===== src/rtl/pipeline_ctrl_unit_pkg.sv =====
// pipeline_ctrl_unit_pkg: shared FSM encodings and register-number width
package pipeline_ctrl_unit_pkg;
  localparam int REG_W = 4;
  typedef enum logic [1:0] {S_RUN = 2'd0, S_MEM_WAIT = 2'd1, S_ERROR = 2'd2} state_t;
endpackage


===== src/rtl/pipeline_ctrl_unit_if.sv =====
// pipeline_ctrl_unit_if: pipeline status in, stage-register freeze/flush controls out
interface pipeline_ctrl_unit_if
  import pipeline_ctrl_unit_pkg::*;
#(parameter int CNT_W = 16);
  logic id_valid, two_src, fwd_en, exe_wb_en, exe_mem_r_en, mem_wb_en, mem_req, sram_ready, branch_taken;
  logic [REG_W-1:0] src1, src2, exe_dest, mem_dest;
  logic freeze_if, flush_if, flush_id, freeze_all, mem_start, err_timeout;
  logic [CNT_W-1:0] bubble_cnt;
  modport master (
    output id_valid, two_src, fwd_en, exe_wb_en, exe_mem_r_en, mem_wb_en, mem_req, sram_ready, branch_taken,
           src1, src2, exe_dest, mem_dest,
    input  freeze_if, flush_if, flush_id, freeze_all, mem_start, err_timeout, bubble_cnt
  );
  modport slave (
    input  id_valid, two_src, fwd_en, exe_wb_en, exe_mem_r_en, mem_wb_en, mem_req, sram_ready, branch_taken,
           src1, src2, exe_dest, mem_dest,
    output freeze_if, flush_if, flush_id, freeze_all, mem_start, err_timeout, bubble_cnt
  );
endinterface


===== src/rtl/pipeline_ctrl_unit_hazard.sv =====
// pipeline_ctrl_unit_hazard: combinational RAW / load-use hazard detection for the ID stage
module pipeline_ctrl_unit_hazard
  import pipeline_ctrl_unit_pkg::*;
(
  input  logic             id_valid,
  input  logic [REG_W-1:0] src1,
  input  logic [REG_W-1:0] src2,
  input  logic             two_src,
  input  logic             fwd_en,
  input  logic [REG_W-1:0] exe_dest,
  input  logic             exe_wb_en,
  input  logic             exe_mem_r_en,
  input  logic [REG_W-1:0] mem_dest,
  input  logic             mem_wb_en,
  output logic             hazard
);
  logic exe_hit, mem_hit;
  assign exe_hit = exe_wb_en & (src1 == exe_dest | two_src & src2 == exe_dest);
  assign mem_hit = mem_wb_en & (src1 == mem_dest | two_src & src2 == mem_dest);
  // with forwarding only a load in EXE cannot be bypassed in time
  assign hazard  = id_valid & (fwd_en ? exe_hit & exe_mem_r_en : exe_hit | mem_hit);
endmodule


===== src/rtl/pipeline_ctrl_unit.sv =====
// pipeline_ctrl_unit: SRAM-wait FSM, hazard bubble counter and freeze/flush priority mux
module pipeline_ctrl_unit
  import pipeline_ctrl_unit_pkg::*;
#(
  parameter int MEM_TIMEOUT = 64,
  parameter int CNT_W       = 16
) (
  input logic clk,
  input logic rst,
  pipeline_ctrl_unit_if.slave bus
);
  localparam int WW = $clog2(MEM_TIMEOUT);
  localparam logic [WW-1:0] LAST = WW'(MEM_TIMEOUT - 1);
  state_t state, state_n;
  logic [WW-1:0] wait_cnt;
  logic [CNT_W-1:0] bub;
  logic hazard, fa, br, bubble;
  pipeline_ctrl_unit_hazard u_hazard (
    .id_valid     (bus.id_valid),
    .src1         (bus.src1),
    .src2         (bus.src2),
    .two_src      (bus.two_src),
    .fwd_en       (bus.fwd_en),
    .exe_dest     (bus.exe_dest),
    .exe_wb_en    (bus.exe_wb_en),
    .exe_mem_r_en (bus.exe_mem_r_en),
    .mem_dest     (bus.mem_dest),
    .mem_wb_en    (bus.mem_wb_en),
    .hazard       (hazard)
  );
  always_ff @(posedge clk) begin
    if (rst) begin
      state    <= S_RUN;
      wait_cnt <= '0;
      bub      <= '0;
    end else begin
      state    <= state_n;
      wait_cnt <= state == S_MEM_WAIT ? wait_cnt + 1'b1 : '0;
      if (bubble && !(&bub)) bub <= bub + 1'b1;
    end
  end
  // sram_ready takes precedence over the timeout in the same cycle
  always_comb begin
    state_n = state;
    if (state == S_RUN && bus.mem_req) state_n = S_MEM_WAIT;
    else if (state == S_MEM_WAIT) state_n = bus.sram_ready ? S_RUN : wait_cnt == LAST ? S_ERROR : S_MEM_WAIT;
  end
  always_comb begin
    fa              = !rst && (state == S_RUN ? bus.mem_req : state == S_MEM_WAIT ? !bus.sram_ready : 1'b1);
    br              = !rst && !fa && bus.branch_taken;
    bubble          = !rst && !fa && !bus.branch_taken && hazard;
    bus.freeze_all  = fa;
    bus.mem_start   = !rst && state == S_RUN && bus.mem_req;
    bus.flush_if    = br;
    bus.flush_id    = br | bubble;
    bus.freeze_if   = bubble;
    bus.err_timeout = !rst && state == S_ERROR;
    bus.bubble_cnt  = bub;
  end
endmodule

===== src/flat_wrapper.sv =====
// flat-port wrapper written by rule: the top's interface ports become plain ports
module pipeline_ctrl_unit_flat import pipeline_ctrl_unit_pkg::*;
#(
  parameter int MEM_TIMEOUT = 64,
  parameter int CNT_W       = 16
)
  (clk, rst, bus_id_valid, bus_two_src, bus_fwd_en, bus_exe_wb_en, bus_exe_mem_r_en, bus_mem_wb_en, bus_mem_req, bus_sram_ready, bus_branch_taken, bus_src1, bus_src2, bus_exe_dest, bus_mem_dest, bus_freeze_if, bus_flush_if, bus_flush_id, bus_freeze_all, bus_mem_start, bus_err_timeout, bus_bubble_cnt);
  pipeline_ctrl_unit_if #(.CNT_W(CNT_W)) bus_i ();
  input logic clk;
  input logic rst;
  input wire logic [$bits(bus_i.id_valid)-1:0] bus_id_valid;
  input wire logic [$bits(bus_i.two_src)-1:0] bus_two_src;
  input wire logic [$bits(bus_i.fwd_en)-1:0] bus_fwd_en;
  input wire logic [$bits(bus_i.exe_wb_en)-1:0] bus_exe_wb_en;
  input wire logic [$bits(bus_i.exe_mem_r_en)-1:0] bus_exe_mem_r_en;
  input wire logic [$bits(bus_i.mem_wb_en)-1:0] bus_mem_wb_en;
  input wire logic [$bits(bus_i.mem_req)-1:0] bus_mem_req;
  input wire logic [$bits(bus_i.sram_ready)-1:0] bus_sram_ready;
  input wire logic [$bits(bus_i.branch_taken)-1:0] bus_branch_taken;
  input wire logic [$bits(bus_i.src1)-1:0] bus_src1;
  input wire logic [$bits(bus_i.src2)-1:0] bus_src2;
  input wire logic [$bits(bus_i.exe_dest)-1:0] bus_exe_dest;
  input wire logic [$bits(bus_i.mem_dest)-1:0] bus_mem_dest;
  output wire logic [$bits(bus_i.freeze_if)-1:0] bus_freeze_if;
  output wire logic [$bits(bus_i.flush_if)-1:0] bus_flush_if;
  output wire logic [$bits(bus_i.flush_id)-1:0] bus_flush_id;
  output wire logic [$bits(bus_i.freeze_all)-1:0] bus_freeze_all;
  output wire logic [$bits(bus_i.mem_start)-1:0] bus_mem_start;
  output wire logic [$bits(bus_i.err_timeout)-1:0] bus_err_timeout;
  output wire logic [$bits(bus_i.bubble_cnt)-1:0] bus_bubble_cnt;
  assign bus_i.id_valid = bus_id_valid;
  assign bus_i.two_src = bus_two_src;
  assign bus_i.fwd_en = bus_fwd_en;
  assign bus_i.exe_wb_en = bus_exe_wb_en;
  assign bus_i.exe_mem_r_en = bus_exe_mem_r_en;
  assign bus_i.mem_wb_en = bus_mem_wb_en;
  assign bus_i.mem_req = bus_mem_req;
  assign bus_i.sram_ready = bus_sram_ready;
  assign bus_i.branch_taken = bus_branch_taken;
  assign bus_i.src1 = bus_src1;
  assign bus_i.src2 = bus_src2;
  assign bus_i.exe_dest = bus_exe_dest;
  assign bus_i.mem_dest = bus_mem_dest;
  assign bus_freeze_if = bus_i.freeze_if;
  assign bus_flush_if = bus_i.flush_if;
  assign bus_flush_id = bus_i.flush_id;
  assign bus_freeze_all = bus_i.freeze_all;
  assign bus_mem_start = bus_i.mem_start;
  assign bus_err_timeout = bus_i.err_timeout;
  assign bus_bubble_cnt = bus_i.bubble_cnt;
  pipeline_ctrl_unit #(.MEM_TIMEOUT(MEM_TIMEOUT), .CNT_W(CNT_W)) u_core (.clk(clk), .rst(rst), .bus(bus_i));
endmodule

===== config.mk =====
export PLATFORM = sky130hd
export DESIGN_NAME = pipeline_ctrl_unit_flat
export DESIGN_NICKNAME = d
export VERILOG_FILES = /design/src/rtl/pipeline_ctrl_unit_pkg.sv /design/src/rtl/pipeline_ctrl_unit_if.sv /design/src/rtl/pipeline_ctrl_unit_hazard.sv /design/src/rtl/pipeline_ctrl_unit.sv /design/src/flat_wrapper.sv
export SDC_FILE = /design/constraint.sdc
export NUM_CORES = 1
export LEC_CHECK = 0
export ABC_AREA = 0
export ABC_CLOCK_PERIOD_IN_PS = 4800
export CORE_MARGIN = 5
export CORE_UTILIZATION = 60
export CTS_CLUSTER_SIZE = 20
export DETAILED_ROUTE_END_ITERATION = 8
export DONT_BUFFER_PORTS = 1
export PLACE_DENSITY = 0.76
export SKIP_CTS_REPAIR_TIMING = 1
export SYNTH_ARGS = -nofsm -noshare
export SYNTH_HDL_FRONTEND = slang
export SYNTH_SLANG_ARGS = --single-unit

===== constraint.sdc =====
create_clock -name clk -period 4.8 [get_ports clk]
set_clock_uncertainty 0.2 [all_clocks]
set_input_delay 0.96 -clock clk [delete_from_list [all_inputs] [get_ports clk]]
set_output_delay 0.96 -clock clk [all_outputs]
set_load 0.03 [all_outputs]

==> summary.txt, run 1 <==
Status
  – Run status: completed

Power and ir drop
  – PwrDens: 251 nW/um2
  – Peak supply drop: 0.000282 V
  – Switching Fraction: 0.209
  – Leak: 0.496 nW
  – Clock network fraction of design power: 0.382
  – Sequential share of power: 0.532
  – Psw: 0.0796 mW
  – Int Power: 0.302 mW
  – Comb pwr share: 0.087

Logic synthesis
  – Ys async rst share: 0
  – Netlist cell types: 45
  – Post-synthesis average cell area: 8.81 um2
  – Dominant cell type by area after synthesis: dfxtp_1
  – Synthesized area: 1450 um2
  – Mapped Cells: 165
  – Most numerous cell in the Yosys netlist: dfxtp_1
  – Ranking of synthesized cells by area: dfxtp_1 33%, xnor2_1 10%, a21oi_1 3.8%
  – Commonest cells post-synth: 24 x dfxtp_1, 17 x xnor2_1, 14 x nor2_1, 11 x a21oi_1, 11 x nand3_1
  – FF+latch count, synth: 24
  – Top-area cell type share of the netlist area: 0.330
  – Net count after synthesis: 194
  – Ys Warns: 0
  – Top FF cell, synth: dfxtp_1
  – EDFF count, synth: 0
  – Seq/Total Area, Yosys: 0.330

STA
  – Hold Slack: 0.308 ns
  – Tmin final: 3.22 ns
  – Max-slew violations: 0
  – Final setup margin: 1.58 ns
  – Final hold viol count: 0
  – Post-Route Setup TNS: 0 ns
  – Slew @ Worst Pin: 0.978 ns
  – Fin crit share: 0.671
  – Endpoints failing setup: 0
  – Rel. slew slack: 0.347
  – RSZ-0062 raised after global routing: no
  – F_max: 310 MHz

Job
  – Maxcap violations: 0

Detailed routing
  – Number of routed nets with antenna violations: 0
  – DR vias/cell: 6.40
  – Vias: 1241
  – DRC viols: 0
  – Initial DRC count: 39
  – Drt first pass iters: 4
  – Routed length per placed instance: 16.5 um
  – Total Routed Length: 3190 um

Floorplan
  – Core area: 2250 um2
  – Num rows: 17
  – Num ports: 49
  – Height of the die: 59.2 um
  – Die W: 59.2 um
  – Starting Density: 0.645
  – Die footprint: 3510 um2

Clock network
  – H-Tree Depth: 1
  – TritonCTS clock tree: yes
  – Clock Pin Slew Worst Setup and Hold Paths: 0.13 ns
  – Skew-Pair Late Insertion Delay: 0.32 ns
  – Number of sinks driven by the clock tree: 24
  – Root Driver: clkbuf_4
  – CTS buffer count: 3
  – Max clock buf depth: 2

Place
  – DP HPWL: 2490 um
  – Gpl congestion: 0.799
  – Port Buffer Count: 0
  – Dpl ws: 1.56 ns

GRT
  – First-pass GRT wire length: 5240 um
  – Largest net degree at the start of global routing: 25
  – Vias in the first global route: 1220
  – Initial antenna violation count: 0
  – GRT Total Usage: 0.191
  – Grt ovf: 0

Critical path
  – Worst flop-to-flop path startpoint: u_core.bus.bubble_cnt[0]$_SDFFE_PP0P_
  – Critical path startpoint category: input pin
  – Crit Path Class: in2out
  – Critical Path Source: bus_fwd_en
  – Critical path fanouts, max: 10
  – CP Capture Type: output pin
  – Data arrival time of the worst path: 2.06 ns
  – Critical Path RT: 3.64 ns
  – Worst R2R Path Depth: 6

Cells and area
  – Share of cells above drive strength 1: 0.114
  – Fill count: 201
  – Multi-input gate area in the final layout: 912 um2
  – Inserted Diodes: 0
  – P&R area growth vs syn: 4.65%
  – Register area: 480 um2
  – Nets: 196

Hold path
  – WHS Path Cells: 1
  – Worst hold path type: reg2reg
  – Hold Startpoint: u_core.wait_cnt[0]$_SDFF_PP0_
-- metrics by stage --
stage          cells  area, um2  utilization  power, mW
2_1_floorplan    165       1450            -      0.239
3_3_place_gp     190       1470        0.651      0.239
3_5_place_dp     190       1470        0.651      0.240
4_1_cts          194       1520        0.675      0.385
5_1_grt          194       1520        0.675      0.401
6_report         194       1520        0.675      0.381
-- power groups by stage --
stage	Combinational (mW)	Sequential, mW	Clock (mW)
after floorplan	0.0332	0.206	0
after global placement	0.0319	0.207	0
after detailed placement	0.0333	0.207	0
after CTS	0.0334	0.203	0.149
after global routing	0.0356	0.203	0.162
final	0.0330	0.203	0.146
-- state kept, by name, indices dropped and copies added (netlist names) --
signal / cells
u_core.bus.bubble_cnt: 16
u_core.state: 2
u_core.wait_cnt: 6
-- worst paths after layout --
kind,endpoint,slack [ns]
hold reg to reg,u_core.wait_cnt[0]$_SDFF_PP0_,0.31
setup / recovery,bus_flush_id,1.58
setup reg to reg,u_core.bus.bubble_cnt[10]$_SDFFE_PP0P_,1.80
hold / removal,u_core.wait_cnt[0]$_SDFF_PP0_,0.31
-- routing by layer --
layer,global-route usage,wire length [um]
met1,0.204,1270
met2,0.353,1590
met3,0.0588,295
met4,0.0583,36
met5,0,0
-- logic make-up after synthesis --
kind of cell	count (synthesis)	synth area share
AOI/OAI and AO/OA	36	0.183
xor gates and xnor gates	21	0.127
adders and majority gates	2	0.0172
buffers and inverters	12	0.0422
DFF	24	0.330
muxes	2	0.0146
and+or+nand+nor	68	0.286
-- area by class of cell --
cell class | count | area share
clock inverter | 1 | 0.0197
clock buffer | 3 | 0.0148
sequential | 24 | 0.316
inverter | 7 | 0.0173
timing repair buffer | 2 | 0.00987
multi-input combinational | 129 | 0.600
tap | 28 | 0.0230
-- cell usage in the layout (no fill, tap or decap), types with 5 or more instances in the layout --
cell type and instances:
nand4_1 5, nand3_1 11, nor2_1 14, o31ai_1 5
xnor2_1 17, or4_1 6, o21ai_1 5, or3_1 6
a21oi_1 11, inv_1 7, dfxtp_1 24, nand2_1 7
-- worst max-delay path, stage by stage --
cell and delay (ns):
inv_1 0.05, o21ai_0 0.24, o22ai_2 0.16, o21ai_4 0.27, or2b_1 0.38
Note: power is estimated with default switching activity, not from simulation.
==> run 2, diff against run 1 <==
ABC_CLOCK_PERIOD_IN_PS = 3300   (was 4800)
clock period = 3.3 ns   (was 4.8 ns; I/O delays follow)
==> run 2 against run 1 <==
Final cell count is 1.5% higher. Power is 45% higher. Global-route usage decreased by 0.97 points. Setup slack worse by 0.93 ns. Design area up 1.5%. Sequential power is 45% higher. Critical path type is now reg2out.
==> summary.txt, run 2 (synthesis gave the netlist of run 1 again) <==
Floorplan
  – Height of the die: 59.2 um
  – Die W: 59.2 um
  – Starting Density: 0.645
  – Num ports: 49
  – Core area: 2250 um2
  – Die footprint: 3510 um2
  – Num rows: 17

Detailed routing
  – Total Routed Length: 3030 um
  – Initial DRC count: 31
  – Drt first pass iters: 4
  – Routed length per placed instance: 15.4 um
  – Vias: 1207
  – DRC viols: 0
  – Number of routed nets with antenna violations: 0
  – DR vias/cell: 6.13

Power and ir drop
  – Clock network fraction of design power: 0.379
  – PwrDens: 358 nW/um2
  – Leak: 0.511 nW
  – Psw: 0.114 mW
  – Int Power: 0.439 mW
  – Switching Fraction: 0.206
  – Peak supply drop: 0.000270 V
  – Sequential share of power: 0.533
  – Comb pwr share: 0.088

Clock network
  – Clock Pin Slew Worst Setup and Hold Paths: 0.13 ns
  – Max clock buf depth: 2
  – TritonCTS clock tree: yes
  – Number of sinks driven by the clock tree: 24
  – H-Tree Depth: 1
  – CTS buffer count: 3
  – Skew-Pair Late Insertion Delay: 0.31 ns
  – Root Driver: clkbuf_4

STA
  – RSZ-0062 raised after global routing: no
  – Tmin final: 2.65 ns
  – Fin crit share: 0.803
  – F_max: 377 MHz
  – Slew @ Worst Pin: 0.558 ns
  – Rel. slew slack: 0.627
  – Endpoints failing setup: 0
  – Max-slew violations: 0
  – Post-Route Setup TNS: 0 ns
  – Final hold viol count: 0

GRT
  – First-pass GRT wire length: 5010 um
  – Vias in the first global route: 1131
  – Largest net degree at the start of global routing: 25
  – Initial antenna violation count: 0
  – GRT Total Usage: 0.181
  – Grt ovf: 0

Job
  – Maxcap violations: 0

Place
  – Gpl congestion: 0.806
  – DP HPWL: 2350 um
  – Placement Cell Area: 1490 um2
  – Port Buffer Count: 0

Critical path
  – Crit-path max cell delay: 0.54 ns
  – Critical path startpoint category: flop
  – Cell-by-cell trace of the critical path: nor2_4 -> a21oi_2 -> and4bb_4 -> o21ai_4 -> or2b_1
  – CP Capture Type: output pin
  – Critical Path RT: 2.44 ns
  – Slowest CP cell: dfxtp_1
  – Setup slack, reg-to-reg: 0.70 ns
  – Data arrival time of the worst path: 1.79 ns
  – Critical path fanouts, max: 10
  – Crit Path Class: reg2out

Cells and area
  – Nets: 199
  – Final Cell Area: 1540 um2
  – Share of cells above drive strength 1: 0.130
  – Fill count: 206
  – Inserted Diodes: 0
  – Most frequent cells in the layout: 24 x dfxtp_1, 17 x xnor2_1, 14 x nor2_1, 11 x nand3_1, 11 x a21oi_1
  – Most common cell after layout, fill and taps aside: dfxtp_1
  – Largest register FFs: 16
  – P&R area growth vs syn: 6.20%

Status
  – Run status: completed

Hold path
  – Worst hold path type: in2reg
## run 2: cell type report
cell class	count	area [um2]	area share
clock inverters	1	30.0	0.0194
inverters	7	26.3	0.0170
clock buffers	3	22.5	0.0146
flip-flops and latches	24	480	0.311
multi-input cells	129	912	0.591
repair buffers	5	37.5	0.0243
well taps	28	35.0	0.0227
## run 2: worst max-delay path: cells and delay by family, from the launching register on
kind	cells	cell delay [ns]
AOI/OAI and AO/OA	2	0.26
DFF	1	0.54
and+or+nand+nor	3	0.67
## run 2: worst paths after layout
kind                                                            start                                     end  cells after the start
worst min register to register          u_core.wait_cnt[5]$_SDFF_PP0_           u_core.wait_cnt[5]$_SDFF_PP0_                      2
worst max-delay path                     u_core.state[0]$_SDFFE_PP0P_                            bus_flush_id                      5
worst max register to register  u_core.bus.bubble_cnt[1]$_SDFFE_PP0P_  u_core.bus.bubble_cnt[10]$_SDFFE_PP0P_                      7
worst min-delay path                                              rst            u_core.state[1]$_SDFFE_PP0N_                      1
## run 2: through the flow
step                instances  hold WS (ns)  worst slack (ns)   util  power, mW
floorplan                 165         0.230             0.179      -      0.347
global placement          193         0.241             0.741  0.661      0.348
detailed placement        193         0.291             0.714  0.661      0.350
CTS                       197         0.182             0.657  0.685      0.559
global route              197         0.167             0.523  0.685      0.576
finish                    197         0.198             0.649  0.685      0.553
## run 2: layer usage
| metal | part of all wire | track usage |
|---|---|---|
| met1 | 0.42 | 0.220 |
| met2 | 0.48 | 0.309 |
| met3 | 0.098 | 0.0458 |
| met4 | 0.0046 | 0.0583 |
| met5 | 0 | 0 |
## run 2: power groups by stage
stage	Sequential (mW)	Combinational (mW)	Clock (mW)
floorplan	0.299	0.0484	0
global placement	0.301	0.0468	0
detailed placement	0.301	0.0487	0
CTS	0.295	0.0490	0.216
global route	0.295	0.0531	0.228
finish	0.295	0.0485	0.210
==> run 3, diff against run 2 <==
ABC_CLOCK_PERIOD_IN_PS = 2600   (was 3300)
clock period = 2.6 ns   (was 3.3 ns; I/O delays follow)
==> run 3 against run 2 <==
Wire length is 12% higher. Critical endpoint unchanged. Combinational power is 32% higher. Count of clock-buffer cells in the layout stayed put. Global-route usage is 2.4 points higher. Critical path depth stayed put. Sequential share of layout area is 1.9 points lower. Final cell count is 6.6% higher. Flip-flop and latch count stayed put. Via count is 6.5% higher. Core utilization is 4.7 points higher. Design area is 6.8% higher. First-iteration DRC count grew to 2.5 times the previous value.
==> summary.txt, run 3 (synthesis gave the netlist of run 1 again) <==
STA
  – Final hold viol count: 0
  – Max-slew violations: 0
  – Hold Slack: 0.0447 ns
  – RSZ-0062 raised after global routing: no
  – F_max: 411 MHz
  – Rel. slew slack: 0.634
  – Post-Route Setup TNS: 0 ns
  – Slew @ Worst Pin: 0.547 ns
  – Endpoints failing setup: 0
  – Final setup margin: 0.165 ns
  – Tmin final: 2.43 ns
  – Fin crit share: 0.936

Floorplan
  – Die footprint: 3510 um2
  – Core area: 2250 um2
  – Die W: 59.2 um
  – Height of the die: 59.2 um
  – Starting Density: 0.645
  – Num ports: 49
  – Num rows: 17

GRT
  – Vias in the first global route: 1262
  – Grt ovf: 0
  – Initial antenna violation count: 0
  – GRT Total Usage: 0.205
  – Largest net degree at the start of global routing: 25
  – First-pass GRT wire length: 5640 um

Cells and area
  – Largest register FFs: 16
  – Share of cells above drive strength 1: 0.203
  – Nets: 212
  – Post-layout util: 0.731
  – Most common cell after layout, fill and taps aside: dfxtp_1
  – Inserted Diodes: 0
  – P&R area growth vs syn: 13.4%
  – Most frequent cells in the layout: 23 x dfxtp_1, 18 x buf_4, 17 x xnor2_1, 14 x nor2_1

Place
  – DP HPWL: 2730 um
  – Gpl congestion: 0.810
  – Port Buffer Count: 0
  – Dpl ws: 0.284 ns

Detailed routing
  – Routed length per placed instance: 16.2 um
  – Total Routed Length: 3400 um
  – Number of routed nets with antenna violations: 0
  – DRC viols: 0
  – Drt first pass iters: 4
  – DR vias/cell: 6.12
  – Initial DRC count: 78
  – Vias: 1286

Power and ir drop
  – PwrDens: 432 nW/um2
  – Peak supply drop: 0.000607 V
  – Leak: 0.581 nW

Critical path
  – CP Capture Type: output pin
  – Data arrival time of the worst path: 1.71 ns
  – Cell-by-cell trace of the critical path: nor2_4 -> a21oi_2 -> and4bb_4 -> o21ai_4 -> or2b_1
  – Crit Path Class: reg2out
  – Critical path startpoint category: flop
  – Critical Path RT: 1.88 ns
  – Critical path's top delay family: simple AND/OR/NAND/NOR gates
  – Crit-path max cell delay: 0.46 ns
  – Slowest CP cell: dfxtp_2
  – Critical path fanouts, max: 10
  – CP Buf/Inv Count: 0

Clock network
  – Root Driver: clkbuf_4
  – TritonCTS clock tree: yes
  – H-Tree Depth: 1
  – Skew-Pair Late Insertion Delay: 0.32 ns
  – CTS buffer count: 3
  – Max clock buf depth: 2
  – Clock Pin Slew Worst Setup and Hold Paths: 0.14 ns
  – Number of sinks driven by the clock tree: 24

Status
  – Run status: completed

Job
  – Maxcap violations: 0

Hold path
  – Worst hold path type: in2reg
==> run 3: changes by cell type in the layout (fill, tap and decap cells not counted), sizes merged <==
cell | before | now
buf | 5 | 18
==> run 3: worst register-to-register path, stage by stage, from the launching register on <==
cell	delay [ns]
dfxtp_1	0.62
and3_1	0.28
nand4_2	0.18
o221ai_2	0.27
buf_4	0.21
mux2i_1	0.23
nor2_1	0.06
==> run 3: layout make-up <==
cell class                 instances  area, um2
clock buffer                       3       22.5
timing repair buffer              18        135
fill                             192        606
clock inverter                     1       30.0
sequential                        24        482
tap                               28       35.0
multi-input combinational        129        918
inverter                           7       26.3
==> run 3: routing by layer <==
metal  track usage  up-vias  routed length (um)
li1              -      644                   -
met1         0.226      592                1310
met2         0.378       44                1770
met3        0.0610        6                 281
met4        0.0518        0                  38
met5             0        -                   0
==> run 3: final timing paths <==
kind / cells past startpoint / start / end / slack (ns)
worst min register to register: 1 / u_core.wait_cnt[0]$_SDFF_PP0_ / u_core.wait_cnt[0]$_SDFF_PP0_ / 0.32
worst max register to register: 6 / u_core.bus.bubble_cnt[7]$_SDFFE_PP0P_ / u_core.bus.bubble_cnt[1]$_SDFFE_PP0P_ / 0.46
worst min-delay path: 1 / rst / u_core.state[0]$_SDFFE_PP0P_ / 0.04
worst max-delay path: 5 / u_core.state[0]$_SDFFE_PP0P_ / bus_flush_id / 0.17
==> run 3: metrics by stage <==
stage               std cells  cell area (um2)  power (mW)
floorplan                 165             1460       0.442
finish                    210             1650       0.712
global placement          206             1600       0.442
CTS                       210             1650       0.717
detailed placement        206             1600       0.447
global route              210             1650       0.745
==> run 3: where the power goes <==
group / leakage (nW) / total (mW) / internal [mW] / switching [mW]
registers: 0.194 / 0.375 / 0.370 / 0.00432
clock network: 0.0279 / 0.274 / 0.156 / 0.118
logic: 0.359 / 0.0640 / 0.0320 / 0.0320
